<file path="config.mk">
export PLATFORM = sky130hd
export DESIGN_NAME = legv8_control_unit
export DESIGN_NICKNAME = d
export VERILOG_FILES = /design/src/rtl/legv8_ctrl_pkg.sv /design/src/rtl/legv8_inst_decode.sv /design/src/rtl/legv8_control_unit.sv
export SDC_FILE = /design/constraint.sdc
export NUM_CORES = 1
export LEC_CHECK = 0
export ABC_AREA = 1
export ABC_CLOCK_PERIOD_IN_PS = 5400
export BUFFER_PORTS_ARGS = -buffer_cell sky130_fd_sc_hd__buf_2
export CAP_MARGIN = 10
export CORE_UTILIZATION = 62
export DETAILED_ROUTE_END_ITERATION = 8
export GPL_TIMING_DRIVEN = 0
export HOLD_SLACK_MARGIN = 0.03
export PLACE_DENSITY = 0.9
export SLEW_MARGIN = 10
export SYNTH_ARGS = -nofsm -noshare
export SYNTH_HDL_FRONTEND = slang
export SYNTH_HIERARCHICAL = 1
export SYNTH_SLANG_ARGS = --single-unit
</file>
<file path="constraint.sdc">
create_clock -name CLK -period 5.4 [get_ports CLK]
set_input_delay 0.81 -clock CLK [delete_from_list [all_inputs] [get_ports CLK]]
set_output_delay 0.81 -clock CLK [all_outputs]
set_load 0.03 [all_outputs]
</file>
<file path="src/rtl/legv8_ctrl_pkg.sv">
// Shared types and encodings for the LEGv8 multi-cycle control unit:
// FSM states, decoded instruction classes, opcode patterns and datapath codes.
package legv8_ctrl_pkg;

  typedef enum logic [2:0] {
    ST_FETCH = 3'd0,
    ST_EXEC  = 3'd1,
    ST_MEM   = 3'd2,
    ST_BRCH  = 3'd3,
    ST_HALT  = 3'd4
  } state_e;

  typedef enum logic [3:0] {
    CL_ILL  = 4'd0,
    CL_ADD  = 4'd1,
    CL_SUB  = 4'd2,
    CL_AND  = 4'd3,
    CL_ORR  = 4'd4,
    CL_ADDI = 4'd5,
    CL_SUBI = 4'd6,
    CL_LDUR = 4'd7,
    CL_STUR = 4'd8,
    CL_B    = 4'd9,
    CL_CBZ  = 4'd10
  } op_class_e;

  localparam logic [10:0] OP_ADD  = 11'b10001011000;
  localparam logic [10:0] OP_SUB  = 11'b11001011000;
  localparam logic [10:0] OP_AND  = 11'b10001010000;
  localparam logic [10:0] OP_ORR  = 11'b10101010000;
  localparam logic [9:0]  OP_ADDI = 10'b1001000100;
  localparam logic [9:0]  OP_SUBI = 10'b1101000100;
  localparam logic [10:0] OP_LDUR = 11'b11111000010;
  localparam logic [10:0] OP_STUR = 11'b11111000000;
  localparam logic [5:0]  OP_B    = 6'b000101;
  localparam logic [7:0]  OP_CBZ  = 8'b10110100;

  localparam logic [4:0] FS_AND   = 5'b00000;
  localparam logic [4:0] FS_ORR   = 5'b00100;
  localparam logic [4:0] FS_ADD   = 5'b01000;
  localparam logic [4:0] FS_SUB   = 5'b01001;
  localparam logic [4:0] FS_PASSB = 5'b11100;

  localparam logic [1:0] PS_HOLD = 2'b00;
  localparam logic [1:0] PS_INC  = 2'b01;
  localparam logic [1:0] PS_LOAD = 2'b10;
  localparam logic [1:0] PS_OFS  = 2'b11;

endpackage

</file>
<file path="src/rtl/legv8_inst_decode.sv">
// Combinational instruction decoder: classifies the latched instruction word
// and extracts register fields and the extended immediates of each format.
module legv8_inst_decode
  import legv8_ctrl_pkg::*;
(
  input  logic [31:0] ir,
  output op_class_e   cls,
  output logic [4:0]  rd,
  output logic [4:0]  rn,
  output logic [4:0]  rm,
  output logic [63:0] k_alu,
  output logic [63:0] k_dt,
  output logic [63:0] k_br,
  output logic [63:0] k_cb
);

  assign rd    = ir[4:0];
  assign rn    = ir[9:5];
  assign rm    = ir[20:16];
  assign k_alu = {52'd0, ir[21:10]};
  assign k_dt  = {{55{ir[20]}}, ir[20:12]};
  assign k_br  = {{38{ir[25]}}, ir[25:0]};
  assign k_cb  = {{45{ir[23]}}, ir[23:5]};

  // Opcode classification; the short-opcode formats are matched first.
  always_comb begin
    cls = CL_ILL;
    if (ir[31:26] == OP_B) begin
      cls = CL_B;
    end else if (ir[31:24] == OP_CBZ) begin
      cls = CL_CBZ;
    end else if (ir[31:22] == OP_ADDI) begin
      cls = CL_ADDI;
    end else if (ir[31:22] == OP_SUBI) begin
      cls = CL_SUBI;
    end else begin
      case (ir[31:21])
        OP_ADD:  cls = CL_ADD;
        OP_SUB:  cls = CL_SUB;
        OP_AND:  cls = CL_AND;
        OP_ORR:  cls = CL_ORR;
        OP_LDUR: cls = CL_LDUR;
        OP_STUR: cls = CL_STUR;
        default: cls = CL_ILL;
      endcase
    end
  end

endmodule

</file>
<file path="src/rtl/legv8_control_unit.sv">
// Multi-cycle LEGv8 control FSM: latches the ROM word in FETCH and Moore-decodes
// all datapath control pins from state and IR; counts retired instructions.
module legv8_control_unit
  import legv8_ctrl_pkg::*;
#(
  parameter int CNT_W = 16
) (
  input  logic             CLK,
  input  logic             RST,
  input  logic [31:0]      inst,
  input  logic [3:0]       PRESTAT,
  output logic [4:0]       SA,
  output logic [4:0]       SB,
  output logic [4:0]       DA,
  output logic             WR,
  output logic [4:0]       FS,
  output logic             C0,
  output logic [63:0]      K,
  output logic             M,
  output logic             EN_ALU,
  output logic             EN_ADDR_ALU,
  output logic             EN_B,
  output logic             EN_PC,
  output logic             EN_ADDR_PC,
  output logic             PC_SEL,
  output logic [1:0]       PS,
  output logic             RCS,
  output logic             RWE,
  output logic             ROE,
  output logic             SFL,
  output logic             halted,
  output logic [CNT_W-1:0] instr_count
);

  state_e           state_q, state_d;
  logic [31:0]      ir_q, ir_d;
  logic [CNT_W-1:0] cnt_q, cnt_d;
  op_class_e        cls;
  logic [4:0]       rd, rn, rm;
  logic [63:0]      k_alu, k_dt, k_br, k_cb;
  logic             unused_flags;

  // Only the Z flag steers CBZ; V, C and N are not consulted here.
  assign unused_flags = ^PRESTAT[3:1];
  assign instr_count  = cnt_q;

  legv8_inst_decode u_dec (
    .ir    (ir_q),
    .cls   (cls),
    .rd    (rd),
    .rn    (rn),
    .rm    (rm),
    .k_alu (k_alu),
    .k_dt  (k_dt),
    .k_br  (k_br),
    .k_cb  (k_cb)
  );

  // State, instruction and retire-counter registers.
  always_ff @(posedge CLK or negedge RST) begin
    if (!RST) begin
      state_q <= ST_FETCH;
      ir_q    <= 32'd0;
      cnt_q   <= {CNT_W{1'b0}};
    end else begin
      state_q <= state_d;
      ir_q    <= ir_d;
      cnt_q   <= cnt_d;
    end
  end

  // Next-state and IR load; an instruction retires whenever the PC moves.
  always_comb begin
    state_d = state_q;
    ir_d    = ir_q;
    cnt_d   = (PS != PS_HOLD) ? cnt_q + {{(CNT_W-1){1'b0}}, 1'b1} : cnt_q;
    case (state_q)
      ST_FETCH: begin
        ir_d    = inst;
        state_d = ST_EXEC;
      end
      ST_EXEC: begin
        case (cls)
          CL_ADD, CL_SUB, CL_AND, CL_ORR, CL_ADDI, CL_SUBI,
          CL_STUR, CL_B: state_d = ST_FETCH;
          CL_LDUR:       state_d = ST_MEM;
          CL_CBZ:        state_d = ST_BRCH;
          default:       state_d = ST_HALT;
        endcase
      end
      ST_MEM:  state_d = ST_FETCH;
      ST_BRCH: state_d = ST_FETCH;
      ST_HALT: state_d = ST_HALT;
      default: state_d = ST_FETCH;
    endcase
  end

  // Moore output decode; every pin idles at 0 unless the state drives it.
  always_comb begin
    SA = 5'd0; SB = 5'd0; DA = 5'd0; WR = 1'b0; FS = 5'd0; C0 = 1'b0;
    K = 64'd0; M = 1'b0; EN_ALU = 1'b0; EN_ADDR_ALU = 1'b0; EN_B = 1'b0;
    EN_PC = 1'b0; EN_ADDR_PC = 1'b0; PC_SEL = 1'b0; PS = PS_HOLD;
    RCS = 1'b0; RWE = 1'b0; ROE = 1'b0; SFL = 1'b0; halted = 1'b0;
    case (state_q)
      ST_EXEC: begin
        case (cls)
          CL_ADD, CL_SUB, CL_AND, CL_ORR, CL_ADDI, CL_SUBI: begin
            SA = rn; SB = rm; DA = rd;
            EN_ALU = 1'b1; WR = 1'b1; SFL = 1'b1; PS = PS_INC;
            if (cls == CL_ADDI || cls == CL_SUBI) begin
              K = k_alu; M = 1'b1;
            end else begin
              K = 64'd0; M = 1'b0;
            end
            case (cls)
              CL_SUB, CL_SUBI: begin FS = FS_SUB; C0 = 1'b1; end
              CL_AND:          FS = FS_AND;
              CL_ORR:          FS = FS_ORR;
              default:         FS = FS_ADD;
            endcase
          end
          CL_LDUR, CL_STUR: begin
            SA = rn; K = k_dt; M = 1'b1; FS = FS_ADD;
            EN_ADDR_ALU = 1'b1; RCS = 1'b1;
            if (cls == CL_STUR) begin
              SB = rd; EN_B = 1'b1; RWE = 1'b1; PS = PS_INC;
            end else begin
              ROE = 1'b1;
            end
          end
          CL_B: begin
            K = k_br; PC_SEL = 1'b1; PS = PS_OFS;
          end
          CL_CBZ: begin
            SB = rd; FS = FS_PASSB; SFL = 1'b1;
          end
          default: PS = PS_HOLD;
        endcase
      end
      ST_MEM: begin
        SA = rn; K = k_dt; M = 1'b1; FS = FS_ADD; EN_ADDR_ALU = 1'b1;
        RCS = 1'b1; ROE = 1'b1; DA = rd; WR = 1'b1; PS = PS_INC;
      end
      ST_BRCH: begin
        if (PRESTAT[0]) begin
          K = k_cb; PC_SEL = 1'b1; PS = PS_OFS;
        end else begin
          PS = PS_INC;
        end
      end
      ST_HALT: halted = 1'b1;
      default: halted = 1'b0;
    endcase
  end

endmodule

</file>
==> impl_results.md, run 1 <==
- Post-Layout Inst Area: 8970 um^2
- Peak Freq: 231 MHz
- DRT Wirelength: 20,200 um
- Largest net degree at the start of global routing: 52
- Finished Layout Cells: 1,629
- Clock Path Buffers: 2
- Count of pins over their slew limit: 0
- Core area: 12,000 um^2
- Seq/Total Area, Yosys: 16.7%
- Total power: 3.49 mW
- RSZ-0062 raised after global routing: false
- Hold Slack: 0.526 ns
- Power density over cell area: 389 nW/um^2
- Drt wl/cell: 12.4 um
- Slowest-stage cell, CP: dfrtp_2
- Vias per cell: 4.90
- Die Y: 113 um
- CTS Buf Count: 5
- Yosys cell types: 30
- Residual DRC: 0
- Total Nets Final: 1,520
- Crit Path Max Fanout: 43
- Placed Instances: 1,621
- Total number of vias: 7,986
- Max Cap Violations: 0
- Pre-antenna DRT Iters: 5
- Site Rows: 40
- Total global-route track usage: 32.1%
- Worst-Skew Late Latency: 0.30 ns
- Most frequent cells in the layout: 367 x nand2_1, 284 x buf_4, 175 x buf_2, 146 x nand3_1, 114 x nor2_1
- Post-synthesis cell count: 1,272
- Worst Tran Pin Value: 0.826 ns
- P_leak: 5.53 nW
- First-pass GRT wire length: 33,500 um
- Critical path cell sequence: inv_1, nand2_1, nor2_2, nand3_2, nand2_2, nor2_1, nand3_1, nor2_2, inv_1, o21ai_0, nand2_1, a21oi_1, nor2_1, buf_2
- Worst Hold Class: in -> async
- Data required time of the worst path: 4.59 ns
- Io pins: 154
- Final setup violation count: 0
- Area growth syn-to-layout: 17.2%
- CP endpoint kind: primary output
- Vias in the first global route: 7,175
- Slew HR: 45.0%
- Width of the die: 113 um
- Gpl congestion: 0.907
- Post_cts resized: 0
- Worst-path clk slew: 0.08 ns
- Worst VDD drop: 0.316 mV
- Clk_skew: 0.00891 ns
- DPL Wire Length: 14,900 um
- Ant diodes: 0
- Starting Density: 63.7%
- Post-route antenna net violation count: 0
- Number of I/O port buffers: 147
- Tcrit/Tclk final: 80.0%
- Final number of hold-violating endpoints: 0
- Die Footprint: 12,800 um^2
- Remaining Overflow, GRT: 0
- CTS HTree Levels: 2
- Final min period: 4.32 ns
- Outcome: complete, no violations
- Most common cell after layout, fill and taps aside: nand2_1
- Avg Inst Size Synth: 6.02 um^2
- Sum of negative setup slack: 0 ns
- Placement Cell Area: 8820 um^2
- First DRT Iteration DRCs: 580
- Layout cells sized above 1: 35.5%
- Yosys Warn Count: 6
- Critical path type: reg -> out
- Hold Buf Count CTS: 0
- Setup Fix Bufs, Post-CTS: 0
- CTS tree: done
- CTS root buf: clkbuf_16
- Syn Std Cell Area: 7650 um^2
- Synthesized flop and latch total: 51
- Crit path launch type: flop
- Clk sinks: 51
- CP arrival: 3.51 ns
- Crit-path max cell delay: 0.91 ns
- Initial antenna violation count: 0
## cells by family after synthesis
kind of cell             after synthesis  synth area share [%]
flip-flops                            51                  16.7
AND/OR/NAND/NOR                      652                  35.4
multiplexers                          32                  4.71
buffers and inverters                441                  36.2
AO/OA/AOI/OAI                         86                  6.03
other                                  2                0.0981
XOR/XNOR                               7                 0.801
adder cells (fa/ha/maj)                1                 0.163
## worst max-delay path: cells and delay by family, from the launching register on
family	cells	cell delay (ns)
AO/OA/AOI/OAI	2	0.77
buffers and inverters	3	0.35
flip-flops	1	0.91
AND/OR/NAND/NOR	9	1.17
## through the flow
stage               util [%]  setup slack (ns)
floorplan                  -              1.25
global placement        73.0             0.852
detailed placement      73.4              1.55
CTS                     74.7              1.19
global route            74.7             0.861
finish                  74.7              1.08
## power by group
group | switching (mW) | internal [mW] | total, mW | leakage, nW
sequential | 0.287 | 0.523 | 0.810 | 0.631
clock | 0.161 | 0.176 | 0.337 | 0.0719
combinational | 0.972 | 1.37 | 2.34 | 4.83
## cells in the mapped netlist, drive strengths merged
library cell	instances	area, um^2
nor3	8	50.1
inv	110	413
a31o	1	8.76
nand2	371	1400
xor2	4	35.0
nand3	147	741
ha	1	12.5
a21oi	69	345
clkbuf	16	60.1
nor2	121	482
xnor2	3	26.3
conb	2	7.51
nand4	5	31.3
buf	315	2300
a22oi	5	37.5
dfrtp	51	1280
mux2	32	360
o21ai	11	70.1
## final timing paths
check,from,slack (ns),endpoint,cells past startpoint
setup / recovery,ir_q[25],1.08,SA[0],14
hold / removal,RST,0.53,instr_count[6],1
setup reg to reg,ir_q[25],2.50,instr_count[11],13
hold reg to reg,ir_q[2],0.54,ir_q[2],1
max in group asynchronous,RST,4.39,ir_q[20],1
min in group CLK,ir_q[2],0.54,ir_q[2],1
## sequential cells by signal, summed over array words and instances, names as in the netlist
signal       count
ir_q            32
state_q          3
instr_count     16
## final cells by class
class | instances | area (um^2)
Clock inverter | 3 | 27.5
Timing Repair Buffer | 149 | 778
Buffer | 331 | 2360
Clock buffer | 5 | 125
Inverter | 110 | 413
Sequential cell | 51 | 1280
Tap cell | 147 | 184
Multi-Input combinational cell | 833 | 3810
Fill cell | 1015 | 3040
## layer usage
layer,GRT usage [%],vias to the layer above,share of wire [%]
met5,0,-,0
met4,11.0,0,2.6
met3,3.80,43,7.0
met2,56.6,322,48
met1,40.5,3571,42
li1,-,4050,-
No activity file was read; power rests on OpenSTA's default activity.
==> run 2: changes to the inputs <==
--- a/config.mk
+++ b/config.mk
@@ -5,15 +5,15 @@
 export SDC_FILE = /design/constraint.sdc
 export NUM_CORES = 1
 export LEC_CHECK = 0
-export ABC_AREA = 1
-export ABC_CLOCK_PERIOD_IN_PS = 5400
+export ABC_AREA = 0
+export ABC_CLOCK_PERIOD_IN_PS = 3650
 export BUFFER_PORTS_ARGS = -buffer_cell sky130_fd_sc_hd__buf_2
 export CAP_MARGIN = 10
-export CORE_UTILIZATION = 62
+export CORE_UTILIZATION = 51
 export DETAILED_ROUTE_END_ITERATION = 8
 export GPL_TIMING_DRIVEN = 0
 export HOLD_SLACK_MARGIN = 0.03
-export PLACE_DENSITY = 0.9
+export PLACE_DENSITY = 0.8
 export SLEW_MARGIN = 10
 export SYNTH_ARGS = -nofsm -noshare
 export SYNTH_HDL_FRONTEND = slang
==> constraint.sdc (replaced) <==
create_clock -name CLK -period 3.65 [get_ports CLK]
set_input_delay 0.5475 -clock CLK [delete_from_list [all_inputs] [get_ports CLK]]
set_output_delay 0.5475 -clock CLK [all_outputs]
set_load 0.03 [all_outputs]
==> impl_results.md, run 2 <==
- First DRT Iteration DRCs: 660 (+14%)
- Post-synth top cells: 284 x buf_4, 75 x nor2_1, 65 x a221o_1, 64 x a22o_1, 64 x a32oi_1
- DRT Wirelength: 23,100 um (+14%)
- Ant diodes: 0 (unchanged)
- Die Footprint: 14,400 um^2 (+12%)
- Total Nets Final: 1,127 (-26%)
- Residual DRC: 0 (unchanged)
- Tcrit/Tclk final: 106%
- Yosys cell types: 53 (+77%)
- Hold Slack: 0.235 ns (-0.290 ns)
- FF-to-FF Start: ir_q[28]
- Worst reg2reg endpoint: instr_count[1]
- First-pass GRT wire length: 32,700 um (-2.3%)
- Leading area contributor after synthesis: buf_4
- R2r setup slk: 0.42 ns (-2.08 ns)
- Syn Std Cell Area: 7080 um^2 (-7.5%)
- P_leak: 4.70 nW (-15%)
- Starting Density: 52.9% (-11 points)
- Width of the die: 120 um (+6.0%)
- Largest Register: ir_q
- Clock Path Buffers: 2 (unchanged)
- Total global-route track usage: 28.1% (-4.0 points)
- Synthesized flop and latch total: 51 (unchanged)
- Seq/Total Area, Yosys: 18.0% (+1.3 points)
- Most common cell in the netlist: buf_4
- Failing checks: setup timing
- Most common cell after layout, fill and taps aside: buf_4
- Slew HR: 26.7% (-18 points)
- Die Y: 120 um (+6.0%)
- Final min period: 3.85 ns
- Drt wl/cell: 18.2 um (+47%)
- Vias in the first global route: 6,420 (-11%)
- Io pins: 154 (unchanged)
- Core area: 13,400 um^2 (+12%)
- Worst Hold Class: in -> async
- Crit path launch type: flop
- Worst-path clk slew: 0.08 ns (about the same)
- Largest register FFs: 32 (unchanged)
- Max Cap Violations: 0 (unchanged)
- Peak Freq: 260 MHz
- Worst reg-to-reg path cell count: 14 (+1)
- Main synth FF type: dfrtp_1
- Remaining Overflow, GRT: 0 (unchanged)
- Crit Path Max Fanout: 10 (-77%)
- Worst VDD drop: 0.477 mV (+51%)
- CP endpoint kind: primary output
- RSZ-0062 raised after global routing: true
- Largest net degree at the start of global routing: 52 (unchanged)
- CTS Buf Count: 5 (unchanged)
- Area growth syn-to-layout: 39.2%
- DPL Wire Length: 13,700 um (-7.9%)
- Final setup violation count: 64 (+64)
- Layout cells sized above 1: 59.3% (+24 points)
- Site Rows: 42 (+5.0%)
- Avg Inst Size Synth: 8.48 um^2 (+41%)
- Final number of hold-violating endpoints: 0 (unchanged)
- CTS HTree Levels: 2 (unchanged)
- Vias per cell: 5.74 (+17%)
- Gpl congestion: 0.857 (-5.5%)
- CTS root buf: clkbuf_16
- Number of I/O port buffers: 147 (unchanged)
- Clk sinks: 51 (unchanged)
- Initial antenna violation count: 0 (unchanged)
- Post-synth top area share: 30.1% (+2.3 points)
- Power density over cell area: 554 nW/um^2 (+42%)
- Yosys Warn Count: 6 (unchanged)
- Total number of vias: 7,256 (-9.1%)
- Critical path type: reg -> out
- End-of-flow core utilization: 73.6% (-1.1 points)
- Worst-Skew Late Latency: 0.30 ns (about the same)
- Ys async rst share: 100% (unchanged)
- Post-route antenna net violation count: 0 (unchanged)
- Hold Buf Count CTS: 0 (unchanged)
- CP arrival: 3.31 ns (-0.20 ns)
- Post-synthesis cell count: 835 (-34%)
- Pre-antenna DRT Iters: 5 (unchanged)
- Most frequent cells in the layout: 321 x buf_4, 89 x buf_2, 79 x buf_6, 65 x a221o_1, 64 x a22o_1
- EDFF count, synth: 0 (unchanged)
- CTS tree: done
- Count of pins over their slew limit: 0 (unchanged)
- Largest cells by area after synthesis: buf_4 30%, dfrtp_1 18%, a221o_1 9.2%
- Worst setup path endpoint: K[6]
- Final WS setup: -0.203 ns (-1.28 ns)
- Worst Tran Pin Value: 1.09 ns (+0.266 ns)
- Data required time of the worst path: 3.10 ns (-1.49 ns)
- Clk_skew: 0.0155 ns (+0.00658 ns)
- Crit path from: ir_q[28]
- Outcome: finished with violations
run 2: cell count changes after synthesis, moves of 11 or more:
cell and change:
inv_1 -102, nor2b_1 +11, xnor2_1 +12, nand2_1 -358, a21oi_1 -64, nand3_1 -135
a32oi_1 +64, nor2_1 -39, a221o_1 +65, a22o_1 +64
run 2: routing by layer:
metal  up-vias  routed length (um)  share of wire, %  GRT usage, %
met2       375               11100                48          46.6
met4         0                 876               3.8          8.67
li1       3304                   -                 -             -
met1      3489                9600                42          38.7
met5         -                   0                 0             0
met3        88                1460               6.3          2.42
run 2: logic make-up (layout without fill, tap and decap cells):
logic type | count (synthesis) | in the layout | synth area share [%]
compound gates | 227 | 227 | 28.3
xor+xnor | 16 | 16 | 1.98
fa+ha+maj | 1 | 1 | 0.177
buf+inv | 348 | 547 | 35.0
flops | 51 | 51 | 18.0
mux | 34 | 34 | 5.39
other cells | 2 | 55 | 0.106
simple gates | 156 | 158 | 11.1
run 2: through the flow:
step	setup slack [ns]	TNS, ns	area (um^2)	power [mW]	std cells
2_1_floorplan	0.0809	0	7290	3.73	888
3_3_place_gp	-0.510	-34.65	8240	4.27	1211
3_5_place_dp	-0.590	-38.37	8260	4.30	1212
4_1_cts	-0.0519	-1.28	8870	5.00	1237
5_1_grt	-0.273	-13.74	9860	5.72	1265
6_report	-0.203	-6.54	9860	5.46	1265
run 2: area by class of cell:
| type | count | area (um^2) |
|---|---|---|
| Buffer | 342 | 2590 |
| Timing Repair Buffer | 192 | 1640 |
| Tap cell | 176 | 220 |
| Sequential cell | 51 | 1290 |
| Inverter | 5 | 22.5 |
| Clock buffer | 6 | 129 |
| Clock inverter | 2 | 16.3 |
| Fill cell | 940 | 3540 |
| Multi-Input combinational cell | 491 | 3960 |
run 2: how the worst min path moves through the flow:
stage / from / end / slack [ns]
CTS: instr_count[15] / instr_count[15] / 0.48
finish: RST / instr_count[15] / 0.24
detailed placement: instr_count[15] / instr_count[15] / 0.46
global route: RST / instr_count[15] / 0.27
global placement: instr_count[15] / instr_count[15] / 0.46
floorplan: RST / instr_count[0] / 0.25
run 2: report_power, final:
part           total [mW]  leakage, nW  internal (mW)  switching [mW]
clock network       0.483       0.0675          0.258           0.225
logic                3.79         4.01           2.31            1.48
registers            1.19        0.625          0.789           0.398
total                5.46         4.70           3.36            2.10
run 2: critical path, stage by stage (launching register included):
cell and delay, ns:
dfrtp_2 0.48, nand2b_4 0.07, or3b_2 0.54, a21o_1 0.22, o21ai_2 0.10, nor2b_1 0.10, buf_2 0.20, clkbuf_2 0.23
a22o_1 0.26, a32oi_1 0.26, nor2_1 0.10, a221o_1 0.29, buf_6 0.15
run 2: timing repair:
action,in CTS,in global routing
resized for setup,102,217
pin swaps,13,54
gates cloned,2,8
endpoints found under the hold margin,0,0
setup endpoints to repair,96,90
setup buffers,15,21
==> run 3: changes to the inputs <==
--- a/config.mk
+++ b/config.mk
@@ -9,13 +9,12 @@
 export ABC_CLOCK_PERIOD_IN_PS = 3650
 export BUFFER_PORTS_ARGS = -buffer_cell sky130_fd_sc_hd__buf_2
 export CAP_MARGIN = 10
-export CORE_UTILIZATION = 51
+export CORE_UTILIZATION = 44
 export DETAILED_ROUTE_END_ITERATION = 8
 export GPL_TIMING_DRIVEN = 0
 export HOLD_SLACK_MARGIN = 0.03
-export PLACE_DENSITY = 0.8
+export PLACE_DENSITY = 0.78
 export SLEW_MARGIN = 10
 export SYNTH_ARGS = -nofsm -noshare
 export SYNTH_HDL_FRONTEND = slang
-export SYNTH_HIERARCHICAL = 1
 export SYNTH_SLANG_ARGS = --single-unit
==> impl_results.md, run 3 <==
- CP endpoint kind: primary output
- Final setup violation count: 0 (-100%)
- Core area: 7890 um^2 (-41%)
- FF-to-FF Start: state_q[1]
- Number of I/O port buffers: 147 (unchanged)
- Sum of negative setup slack: 0 ns (+6.54 ns)
- Area growth syn-to-layout: 28.4%
- Worst reg2reg endpoint: ir_q[22]
- Pre-CTS setup slack: -0.0177 ns (+0.573 ns)
- First-pass GRT wire length: 18,000 um (-45%)
- Total power: 2.49 mW (-54%)
- Worst Tran Pin Value: 0.864 ns (-0.227 ns)
- Finished Layout Cells: 652 (-48%)
- Vias in the first global route: 3,464 (-46%)
- Yosys Warn Count: 0 (-6)
- Count of pins over their slew limit: 0 (unchanged)
- RSZ-0062 raised after global routing: false
- Die Footprint: 8650 um^2 (-40%)
- Data required time of the worst path: 3.10 ns (about the same)
- Critical path cell sequence: clkbuf_1, nor4b_2, nand4_1, nand2_1, a22oi_2, nand3_4, buf_4, buf_2
- Worst-path clk slew: 0.10 ns (+0.02 ns)
- Post-route antenna net violation count: 0 (unchanged)
- EDFF count, synth: 0 (unchanged)
- Ant diodes: 0 (unchanged)
- Worst Hold Class: in -> async
- Final number of hold-violating endpoints: 0 (unchanged)
- Placed Instances: 641 (-47%)
- Critical path type: reg -> out
- Crit path from: ir_q[24]
- Worst-Skew Late Latency: 0.32 ns (+0.02 ns)
- P_leak: 2.42 nW (-48%)
- CTS root buf: clkbuf_8
- Total number of vias: 3,739 (-48%)
- Initial antenna violation count: 0 (unchanged)
- Width of the die: 93.0 um (-22%)
- Slew HR: 41.9% (+15 points)
- Post-synth top area share: 35.0% (+4.9 points)
- Power density over cell area: 532 nW/um^2 (-3.9%)
- Residual DRC: 0 (unchanged)
- Remaining Overflow, GRT: 0 (unchanged)
- Total Nets Final: 588 (-48%)
- First DRT Iteration DRCs: 367 (-44%)
- Max Cap Violations: 0 (unchanged)
- Final min period: 3.44 ns (-0.415 ns)
- CTS HTree Levels: 2 (unchanged)
- CTS tree: done
- Leading area contributor after synthesis: dfrtp_1
- Clk sinks: 51 (unchanged)
- DRT Wirelength: 11,300 um (-51%)
- Largest cells by area after synthesis: dfrtp_1 35%, mux2_2 10%, buf_4 9.1%
- CP Depth: 8 (-4)
- Hold Buf Count CTS: 0 (unchanged)
- Crit path launch type: flop
- Worst reg-to-reg path cell count: 4 (-10)
- Worst VDD drop: 0.293 mV (-39%)
- Largest register FFs: 32 (unchanged)
- Outcome: complete, no violations
- Final WS setup: 0.212 ns (+0.415 ns)
- Most common cell in the netlist: dfrtp_1
- Peak Freq: 291 MHz (+12%)
- Post-synth top cells: 51 x dfrtp_1, 44 x buf_4, 33 x mux2_2, 27 x nand2_1, 26 x clkbuf_1
- Drt wl/cell: 17.4 um (-4.5%)
- Largest net degree at the start of global routing: 52 (unchanged)
- Tcrit/Tclk final: 94.2% (-11 points)
- Io pins: 154 (unchanged)
- Post-synthesis cell count: 390 (-53%)
- Post-Layout Inst Area: 4680 um^2 (-53%)
- Most frequent cells in the layout: 149 x buf_2, 51 x dfrtp_1, 47 x buf_4, 33 x mux2_2, 27 x nand2_1
- CTS Buf Count: 5 (unchanged)
- Synthesized flop and latch total: 51 (unchanged)
- Top delay family on crit path: simple AND/OR/NAND/NOR gates
- Avg Inst Size Synth: 9.35 um^2 (+10%)
- Main synth FF type: dfrtp_1
- Worst setup path endpoint: K[28]
- Yosys cell types: 56 (+5.7%)
- Seq/Total Area, Yosys: 35.0% (+17 points)
- Ys async rst share: 100% (unchanged)
- Most common cell after layout, fill and taps aside: buf_2
- Vias per cell: 5.73 (about the same)
- Gpl congestion: 0.886 (+3.3%)
- Die Y: 93.0 um (-22%)
- Slowest-stage cell, CP: nor4b_2
- CP arrival: 2.89 ns (-0.42 ns)
- R2r setup slk: 1.28 ns (+0.86 ns)
- Clock Path Buffers: 2 (unchanged)
- Syn Std Cell Area: 3650 um^2 (-49%)
- Pre-antenna DRT Iters: 6 (+1)
- Starting Density: 46.2% (-6.6 points)
- Crit Path Max Fanout: 20 (+10)
- CP Buf/Inv Count: 3 (unchanged)
- Total global-route track usage: 26.7% (-1.4 points)
- Layout cells sized above 1: 46.5% (-13 points)
- Clk_skew: 0.0104 ns (-0.00507 ns)
- Placement Cell Area: 4520 um^2 (-45%)
- Crit-path max cell delay: 0.50 ns (-0.04 ns)
- DPL Wire Length: 8510 um (-38%)
- Largest Register: ir_q
- Site Rows: 32 (-24%)
run 3: layout make-up:
class / count / area, um^2
fill: 730 / 3210
multi-input combinational: 260 / 1930
sequential: 51 / 1280
timing repair buffer: 149 / 753
buffer: 76 / 470
tap: 102 / 128
clock buffer: 6 / 82.6
inverter: 6 / 22.5
clock inverter: 2 / 16.3
run 3: worst min-delay path by stage:
stage / startpoint / to / slack (ns) / cells past startpoint
after floorplan: RST / instr_count[0] / 0.25 / 0
after global placement: instr_count[15] / instr_count[15] / 0.46 / 1
after detailed placement: instr_count[13] / instr_count[13] / 0.48 / 1
after CTS: inst[29] / ir_q[29] / 0.45 / 2
after global routing: RST / instr_count[13] / 0.30 / 1
final: RST / instr_count[8] / 0.24 / 1
run 3: kinds of logic (layout without fill, tap and decap cells):
kind of cell / after synthesis / count (layout) / share of synthesized area, %
and+or+nand+nor: 112 / 113 / 17.7
muxes: 33 / 33 / 10.2
DFF: 51 / 51 / 35.0
other: 1 / 3 / 0.103
AOI/OAI and AO/OA: 94 / 94 / 19.4
buffers and inverters: 82 / 239 / 13.5
xor gates and xnor gates: 16 / 16 / 3.84
adders and majority gates: 1 / 1 / 0.343
run 3: stage by stage:
| stage | hold slack (ns) | utilization, % |
|---|---|---|
| after floorplan | 0.252 | - |
| after global placement | 0.461 | 57.3 |
| after detailed placement | 0.482 | 57.3 |
| after CTS | 0.449 | 59.3 |
| after global routing | 0.300 | 59.4 |
| final | 0.245 | 59.4 |
run 3: metal layers:
metal / GRT usage, % / part of all wire (%)
met3: 4.55 / 8.5
met5: 0 / 0
met4: 6.54 / 1.1
met1: 35.4 / 42
met2: 45.2 / 48
run 3: power by group:
group	switching [mW]	total, mW	leakage, nW	internal [mW]
registers	0.247	1.01	0.634	0.768
logic	0.647	1.12	1.74	0.469
clock network	0.206	0.362	0.0474	0.155
run 3: repair_timing:
item | 4_1_cts | 5_1_grt
gates cloned | 1 | 0
endpoints found under the setup margin | 39 | 38
gates resized for setup | 5 | 2
endpoints found under the hold margin | 0 | 0
buffers inserted | 2 | 0
pin swaps | 0 | 0
